<file path="config.mk">
export PLATFORM = sky130hd
export DESIGN_NAME = cpu_run_controller
export DESIGN_NICKNAME = d
export VERILOG_FILES = /design/src/rtl/cpu_run_controller_pkg.sv /design/src/rtl/cpu_run_controller.sv
export SDC_FILE = /design/constraint.sdc
export NUM_CORES = 1
export LEC_CHECK = 0
export ABC_AREA = 1
export CAP_MARGIN = 20
export CORE_ASPECT_RATIO = 1.25
export CORE_MARGIN = 4
export CORE_UTILIZATION = 55
export CTS_CLUSTER_DIAMETER = 150
export DETAILED_ROUTE_END_ITERATION = 8
export PLACE_DENSITY_LB_ADDON = 0.2
export SYNTH_ARGS = -nofsm -noshare
export SYNTH_HDL_FRONTEND = slang
export SYNTH_SLANG_ARGS = --single-unit
export TNS_END_PERCENT = 50
</file>
<file path="constraint.sdc">
create_clock -name i_Clock -period 2.5 [get_ports i_Clock]
set_input_delay 0.25 -clock i_Clock [delete_from_list [all_inputs] [get_ports i_Clock]]
set_output_delay 0.25 -clock i_Clock [all_outputs]
set_load 0.1 [all_outputs]
</file>
<file path="src/rtl/cpu_run_controller_pkg.sv">
// Shared encodings for the CPU run controller: command opcodes, run states and widths.
package cpu_run_controller_pkg;

    localparam int unsigned OPCODE_WIDTH  = 3;
    localparam int unsigned STATE_WIDTH   = 2;
    localparam int unsigned ADDR_WIDTH    = 32;
    localparam int unsigned RST_CNT_WIDTH = 8;

    typedef enum logic [OPCODE_WIDTH-1:0] {
        OP_NOP    = 3'd0,
        OP_HALT   = 3'd1,
        OP_RESUME = 3'd2,
        OP_STEP   = 3'd3,
        OP_RESET  = 3'd4,
        OP_SET_BP = 3'd5,
        OP_CLR_BP = 3'd6,
        OP_RSVD   = 3'd7
    } opcode_e;

    typedef enum logic [STATE_WIDTH-1:0] {
        ST_RUN       = 2'd0,
        ST_HALTED    = 2'd1,
        ST_STEP      = 2'd2,
        ST_RESETTING = 2'd3
    } state_e;

endpackage

</file>
<file path="src/rtl/cpu_run_controller.sv">
// Debug run controller: halts, resumes, single-steps and resets the core, with one
// instruction breakpoint that stalls a matching fetch before it issues.
module cpu_run_controller
    import cpu_run_controller_pkg::*;
#(
    parameter int unsigned RESET_CYCLES = 16,
    parameter int unsigned STEP_WIDTH   = 16
) (
    input  logic                    i_Clock,
    input  logic                    w_Reset,
    input  logic                    i_Cmd_Valid,
    input  logic [OPCODE_WIDTH-1:0] i_Cmd_Opcode,
    input  logic [ADDR_WIDTH-1:0]   i_Cmd_Arg,
    output logic                    o_Cmd_Ready,
    input  logic [ADDR_WIDTH-1:0]   i_PC,
    input  logic                    i_Instruction_Valid,
    input  logic                    i_Retire,
    output logic                    o_Halt_Cpu,
    output logic                    o_Reset_Cpu,
    output logic [STATE_WIDTH-1:0]  o_State,
    output logic                    o_Bp_Hit,
    output logic                    o_Cmd_Error
);

    state_e                   state, state_n;
    logic [STEP_WIDTH-1:0]    step_cnt, step_cnt_n;
    logic [RST_CNT_WIDTH-1:0] rst_cnt, rst_cnt_n;
    logic [ADDR_WIDTH-1:0]    bp_addr, bp_addr_n;
    logic                     bp_en, bp_en_n;
    logic                     skip, skip_n;
    logic                     halt_q, halt_n;
    logic                     reset_cpu_n, ready_n, cmd_err_n;

    opcode_e               op;
    logic                  cmd_fire;
    logic                  bp_match_c;
    logic [STEP_WIDTH-1:0] step_arg;
    logic                  step_arg_nz;

    assign op          = opcode_e'(i_Cmd_Opcode);
    assign cmd_fire    = i_Cmd_Valid && (state != ST_RESETTING);
    assign step_arg    = i_Cmd_Arg[STEP_WIDTH-1:0];
    assign step_arg_nz = (step_arg != '0);
    assign bp_match_c  = bp_en && i_Instruction_Valid && (i_PC == bp_addr)
                         && ((state == ST_RUN) || (state == ST_STEP)) && !skip;

    // Breakpoint match stalls the fetch in the same cycle it is presented.
    assign o_Halt_Cpu = halt_q || bp_match_c;
    assign o_State    = state;

    always_ff @(posedge i_Clock) begin
        if (w_Reset) begin
            state       <= ST_RUN;
            step_cnt    <= '0;
            rst_cnt     <= '0;
            bp_addr     <= '0;
            bp_en       <= 1'b0;
            skip        <= 1'b0;
            halt_q      <= 1'b0;
            o_Reset_Cpu <= 1'b0;
            o_Cmd_Ready <= 1'b1;
            o_Bp_Hit    <= 1'b0;
            o_Cmd_Error <= 1'b0;
        end else begin
            state       <= state_n;
            step_cnt    <= step_cnt_n;
            rst_cnt     <= rst_cnt_n;
            bp_addr     <= bp_addr_n;
            bp_en       <= bp_en_n;
            skip        <= skip_n;
            halt_q      <= halt_n;
            o_Reset_Cpu <= reset_cpu_n;
            o_Cmd_Ready <= ready_n;
            o_Bp_Hit    <= bp_match_c;
            o_Cmd_Error <= cmd_err_n;
        end
    end

    always_comb begin
        state_n    = state;
        step_cnt_n = step_cnt;
        rst_cnt_n  = rst_cnt;
        bp_addr_n  = bp_addr;
        bp_en_n    = bp_en;
        skip_n     = skip;
        cmd_err_n  = 1'b0;

        // Skip lets a resumed core leave the breakpoint address without re-trapping.
        if (i_Instruction_Valid && (i_PC != bp_addr)) begin
            skip_n = 1'b0;
        end

        unique case (state)
            ST_RUN: begin
                if (cmd_fire) begin
                    if (op == OP_HALT) begin
                        state_n = ST_HALTED;
                    end else if (op == OP_STEP && step_arg_nz) begin
                        state_n    = ST_STEP;
                        step_cnt_n = step_arg;
                    end else if (op == OP_RESET) begin
                        state_n   = ST_RESETTING;
                        rst_cnt_n = RST_CNT_WIDTH'(RESET_CYCLES - 1);
                    end
                end
            end
            ST_HALTED: begin
                if (cmd_fire) begin
                    if (op == OP_RESUME) begin
                        state_n = ST_RUN;
                        skip_n  = 1'b1;
                    end else if (op == OP_STEP) begin
                        skip_n = 1'b1;
                        if (step_arg_nz) begin
                            state_n    = ST_STEP;
                            step_cnt_n = step_arg;
                        end
                    end else if (op == OP_RESET) begin
                        state_n   = ST_RESETTING;
                        rst_cnt_n = RST_CNT_WIDTH'(RESET_CYCLES - 1);
                    end
                end
            end
            ST_STEP: begin
                if (i_Retire && (step_cnt != '0)) begin
                    step_cnt_n = step_cnt - STEP_WIDTH'(1);
                    if (step_cnt == STEP_WIDTH'(1)) begin
                        state_n = ST_HALTED;
                    end
                end
                // Commands override the retire outcome; HALT lands in HALTED either way.
                if (cmd_fire) begin
                    if (op == OP_HALT) begin
                        state_n = ST_HALTED;
                    end else if (op == OP_RESUME) begin
                        state_n = ST_RUN;
                    end else if (op == OP_RESET) begin
                        state_n   = ST_RESETTING;
                        rst_cnt_n = RST_CNT_WIDTH'(RESET_CYCLES - 1);
                    end else if (op == OP_STEP && step_arg_nz) begin
                        state_n    = ST_STEP;
                        step_cnt_n = step_arg;
                    end
                end
            end
            ST_RESETTING: begin
                if (rst_cnt == '0) begin
                    state_n = ST_HALTED;
                end else begin
                    rst_cnt_n = rst_cnt - RST_CNT_WIDTH'(1);
                end
            end
            default: state_n = ST_RUN;
        endcase

        if (cmd_fire) begin
            if (op == OP_SET_BP) begin
                bp_addr_n = i_Cmd_Arg;
                bp_en_n   = 1'b1;
            end else if (op == OP_CLR_BP) begin
                bp_en_n = 1'b0;
            end else if (op == OP_RSVD) begin
                cmd_err_n = 1'b1;
            end
        end

        if (bp_match_c) begin
            state_n = ST_HALTED;
        end

        halt_n      = (state_n == ST_HALTED) || (state_n == ST_RESETTING);
        reset_cpu_n = (state_n == ST_RESETTING);
        ready_n     = (state_n != ST_RESETTING);
    end

endmodule
</file>
# After elaboration in Yosys (flattened, before gate mapping)
# Index checks and enable logic that the tools add are counted.
# W data, S select, Z words.
dict set report word_totals {
  elab_cells 119
  out_inout_bits 7
  in_bits 72
  reg_bits 65
}
dict set report op_classes {
  n_reduce_logical 23
  eq_ne 30
  mux 52
  n_addsub 2
  bitwise_logic 1
}
# op n
set ops {}
lappend ops {{$mux W16} 13}
lappend ops {{$mux W8} 11}
lappend ops {{$pmux W16 S3} 1}
lappend ops {{$mux W2} 17}
lappend ops {{$eq A32 B32 Y1} 1}
lappend ops {{$ne A32 B32 Y1} 1}
lappend ops {{$pmux W8 S4} 1}
lappend ops {{$reduce_bool A16 Y1} 2}
lappend ops {{$ne A2 B2 Y1 const B} 14}
lappend ops {{$eq A16 B1 Y1 const B} 1}
lappend ops {{$sub A16 B1 Y16 const B} 1}
lappend ops {{$eq A3 B3 Y1 const B} 4}
lappend ops {{$reduce_and A10 Y1} 1}
lappend ops {{$logic_and A1 B1 Y1} 8}
lappend ops {{$logic_not A8 Y1} 1}
lappend ops {{$mux W1} 8}
lappend ops {{$pmux W2 S4} 1}
lappend ops {{$reduce_and A8 Y1} 1}
lappend ops {{$sub A8 B1 Y8 const B} 1}
lappend ops {{$eq A2 B2 Y1 const B} 3}
lappend ops {{$eq A3 B2 Y1 const B} 2}
lappend ops {{$eq A2 B1 Y1 const B} 2}
lappend ops {{$reduce_and A2 Y1} 2}
lappend ops {{$reduce_or A4 Y1} 1}
lappend ops {{other kinds (8)} 10}

# Logic depth before layout (Yosys ltp)
dict set report depth {
  ltp_word 12
  ltp_mapped 12
  depth_no_buf 12
}

# Worst setup path after synthesis
# OpenSTA, ideal clock, no wires.
dict set report synth_path {
  path_kind {register to register}
  startpoint {register state[1], in the netlist o_State[1]}
  endpoint {register step_cnt[11]}
  required_time_ps 2368
  path_buffers 1
  slack_ps 339
  t_arrival_ps 2029
  path_stages_with_launch 11
  setup_ps 132
  period_less_slack_ps 2161
  cell_sequence {dfxtp_1 -> nand2_2 -> inv_4 -> nor2_8 -> nand3_4 -> nand2_4 -> inv_4 -> buf_6 -> nand3_1 -> nand2_1 -> a21oi_2}
}
dict set report synth_via {
  elab_chain_cells 4
  elab_cells_between_ends 16
  classes_between {eq/ne: 10; mux: 2; reduce/logical: 4}
}
# item line_no
set synth_rtl {}
lappend synth_rtl {{start: declaration} cpu_run_controller.sv:25} ;# state_e state, state_n;
lappend synth_rtl {{start signal: assignment} cpu_run_controller.sv:65} ;# state <= state_n;
lappend synth_rtl {{$ne A2 B2 Y1} cpu_run_controller.sv:41} ;# assign cmd_fire = i_Cmd_Valid && (state != ST_RESETTING);
lappend synth_rtl {{$logic_and A1 B1 Y1} cpu_run_controller.sv:41}
lappend synth_rtl {{$ne A2 B2 Y1 (no line) or $mux W16 (tied branches)} n/a}
lappend synth_rtl {{$reduce_and A8 Y1 (no line) or $pmux W16 S3 (tied branches)} n/a}
lappend synth_rtl {{end signal: assignment} cpu_run_controller.sv:66} ;# step_cnt <= step_cnt_n;
lappend synth_rtl {{end: declaration} cpu_run_controller.sv:26} ;# logic [STEP_WIDTH-1:0] step_cnt, step_cnt_n;
# Parallel ways exist; a longest one is shown, timed or not.
# A chain may end at the register's enable or synchronous reset.

# Worst setup path in the final report
dict set report layout_path {
  startpoint {input i_PC[20]}
  endpoint {output o_Halt_Cpu}
}
dict set report layout_via {
  elab_chain_cells 5
}
# item line_no
set layout_rtl {}
lappend layout_rtl {{start: declaration} cpu_run_controller.sv:15} ;# input logic [ADDR_WIDTH-1:0] i_PC,
lappend layout_rtl {{$eq A32 B32 Y1} cpu_run_controller.sv:44} ;# assign bp_match_c = bp_en && i_Instruction_Valid && (i_PC == bp_addr)
lappend layout_rtl {{$logic_and A1 B1 Y1} cpu_run_controller.sv:44}
lappend layout_rtl {{$logic_and A1 B1 Y1 (2 in a row)} cpu_run_controller.sv:45} ;# && ((state == ST_RUN) || (state == ST_STEP)) && !skip;
lappend layout_rtl {{$logic_or A1 B1 Y1} cpu_run_controller.sv:48} ;# assign o_Halt_Cpu = halt_q || bp_match_c;
lappend layout_rtl {{end: declaration} cpu_run_controller.sv:18} ;# output logic o_Halt_Cpu,
# No other way between the ends.

==> impl_metrics.py <==
metrics = {
    "synth": {
        "synth_ff_type": "dfxtp_1",
        "ys_warn_count": 0,
        "syn_avg_cell_area_um2": 6.59,
        "ys_seq_area_frac": 0.322,
        "async_reset_ff_frac": 0,
        "synth_simple_gate_area_frac": 0.369,
        "synth_xor_xnor_area_share": 0.0880,
        "synth_compound_area_frac": 0.126,
        "synthMuxAreaShare": 0,
        "synth-seq-cells": 64,
        "syn_inst": 604,
        "synth_top_family_by_area": "simple AND/OR/NAND/NOR gates",
        "synth_edf_count": 0,
        "synth_area_um2": 3980,
        "yosys.area_share.adder": 0.0157,
        "synth_nets": 681,
        "synth_cell_types": 38,
    },
    "floorplan": {
        "die_x_um": 84.1,
        "die_h_um": 103,
        "ioPinCount": 79,
        "dieArea_um2": 8670,
        "rows": 34,
        "core_um2": 7020,
        "start_util": 0.567,
    },
    "power": {
        "ir_worst_vdd_uv": 380,
        "switchingPower_uw": 1160,
        "power_density_nw_per_um2": 634,
        "combPwrFrac": 0.354,
        "swShare": 0.369,
        "internal_power_uw": 1970,
        "p_leak_uw": 0.00212,
        "p_seq_frac": 0.372,
        "clkPwrFrac": 0.274,
    },
    "global_routing": {
        "grt_pass1_wl_mm": 17.3,
        "antenna_found_initial": 0,
        "grt_max_degree": 43,
        "track_usage": 0.246,
        "grt_pass1_vias": 3945,
        "grt_overflow": 0,
    },
    "cts": {
        "clk_pin_slew_worst_paths_ns": 0.07,
        "clk_path_buf_depth": 2,
        "cts-buffers-inserted": 9,
        "ctsResizeCount": 0,
        "clk_latency_ns": 0.34,
        "ctsHtreeMaxLevel": 3,
        "cts_tree": "done",
        "cts-root-buf": "clkbuf_8",
        "hold_buffers": 0,
        "post_cts_buffers": 0,
        "cts_sinks": 64,
    },
    "drt": {
        "dr.pass1.iters": 7,
        "drc": 0,
        "vias_per_cell": 5.25,
        "wl_mm": 10.2,
        "wire_per_inst_um": 13.2,
        "ant_nets": 0,
        "vias": 4056,
        "dr.first_iter.drc_count": 266,
    },
    "timing": {
        "slew_headroom": 0.691,
        "drv_slew": 0,
        "hold_viol_final": 0,
        "period_needed_ns": 2.11,
        "rsz0062_at_grt": "no",
        "worst_slew_pin_slew_ns": 0.463,
        "fmax_mhz": 473,
        "fin_tns_setup_ns": 0,
        "finalSetupViolCount": 0,
        "clock_skew_ns": 0.00978,
        "period_share": 0.846,
    },
    "placement": {
        "post-dp-hpwl_mm": 7.85,
        "port_buffers": 78,
        "placedCellCount": 757,
        "gp_congestion": 0.930,
    },
    "worst_setup_path": {
        "worst-setup-path-type": "input port to output port",
        "reg2reg_from": "step_cnt[0]",
        "start_kind": "input port",
        "crit_required_ns": 2.25,
        "cp-end-kind": "output port",
        "path_max_fanout": 5,
        "crit_start": "i_PC[20]",
        "arrival_ns": 1.86,
    },
    "final_layout": {
        "nets": 755,
        "drive_gt1_frac": 0.0864,
        "syn2layout_area_growth_pct": 24.0,
        "antenna_cells": 0,
        "layoutNonFillerInstCount": 773,
    },
    "run_status": {
        "status": "finished clean",
    },
    "min_path": {
        "hp-class": "register to register",
        "min_from": "bp_en",
    },
    "run": {
        "drv_cap": 0,
    },
}
[per-stage QoR]
| stage | cell area, µm² | hold WS, ns | total power (µW) | worst slack, ns | util |
|---|---|---|---|---|---|
| finish | 4940 | 0.476 | 3130 | 0.385 | 0.704 |
| global route | 4940 | 0.486 | 3320 | 0.229 | 0.704 |
| CTS | 4940 | 0.481 | 3130 | 0.389 | 0.704 |
| detailed placement | 4760 | 0.456 | 2280 | 0.298 | 0.678 |
| global placement | 4760 | 0.449 | 2250 | 0.370 | 0.678 |
| floorplan | 3980 | 0.385 | 1990 | 0.339 | - |
[cells by family after synthesis]
logic type               Yosys count
buffers and inverters             63
flip-flops                        64
AND/OR/NAND/NOR                  337
XOR/XNOR                          40
AO/OA/AOI/OAI                     95
adder cells (fa/ha/maj)            5
[sequential cells by signal, indices dropped and copies added (netlist names)]
| signal | cells |
|---|---|
| skip | 1 |
| bp_en | 1 |
| bp_addr | 32 |
| rst_cnt | 8 |
| o_Cmd_Ready | 1 |
| step_cnt | 16 |
| o_Cmd_Error | 1 |
| o_State | 2 |
| o_Reset_Cpu | 1 |
| o_Bp_Hit | 1 |
[cell type report]
cell class	count	area, µm²
Clock inverter	4	45.0
Multi-Input combinational cell	477	2380
Clock buffer	12	135
Fill cell	611	2080
Timing Repair Buffer	83	813
Sequential cell	64	1280
Tap cell	90	113
Inverter	43	166
[worst max-delay path, cell delays in order]
cell	delay (ns)
clkdlybuf4s50_1	0.48
xnor2_1	0.11
nand2_1	0.06
nor2_1	0.20
nand2_1	0.10
nor2_1	0.12
nand3_1	0.18
nand2_1	0.17
buf_12	0.18
[cell usage in the layout (no fill, tap or decap), types with 6 or more instances in the layout]
| cell | instances |
|---|---|
| a21oi_1 | 31 |
| clkdlybuf4s50_1 | 71 |
| xor2_1 | 7 |
| nand2_1 | 148 |
| o21ai_0 | 47 |
| dfxtp_1 | 64 |
| nor2_1 | 111 |
| inv_1 | 34 |
| nor2_2 | 6 |
| o21ai_1 | 10 |
| inv_2 | 6 |
| nand3_1 | 45 |
| clkbuf_8 | 9 |
| xnor2_1 | 33 |
| buf_4 | 11 |
[cell usage after synthesis (all sizes together), types with 2 or more instances]
master | number | area, µm²
xor2 | 7 | 61.3
a21oi | 34 | 181
nor3 | 4 | 36.3
a21boi | 2 | 15.0
xnor2 | 33 | 289
buf | 14 | 125
inv | 42 | 163
nand3 | 49 | 273
ha | 5 | 62.6
nand3b | 3 | 22.5
dfxtp | 64 | 1280
o21ai | 57 | 285
nand4 | 5 | 31.3
nor2 | 119 | 485
clkbuf | 6 | 23.8
nand2 | 155 | 609
[metal layers]
layer / track usage / up-vias / wire length, µm
li1: - / 2081 / -
met1: 0.286 / 1829 / 4310
met2: 0.442 / 128 / 5120
met3: 0.0552 / 18 / 582
met4: 0.0903 / 0 / 214
met5: 0 / - / 0
[worst paths after layout]
check | to | slack [ns] | cells after the start
min | bp_en | 0.48 | 2
min reg2reg | bp_en | 0.48 | 2
max | o_Halt_Cpu | 0.39 | 9
max reg2reg | step_cnt[5] | 0.60 | 11
[power groups by stage]
stage | clock network (µW) | registers, µW | logic, µW
after detailed placement | 0 | 1180 | 1090
after global routing | 902 | 1170 | 1250
after CTS | 861 | 1160 | 1110
final | 857 | 1160 | 1110
after floorplan | 0 | 1200 | 791
after global placement | 0 | 1180 | 1070
Note: power is estimated with default switching activity, not from simulation.
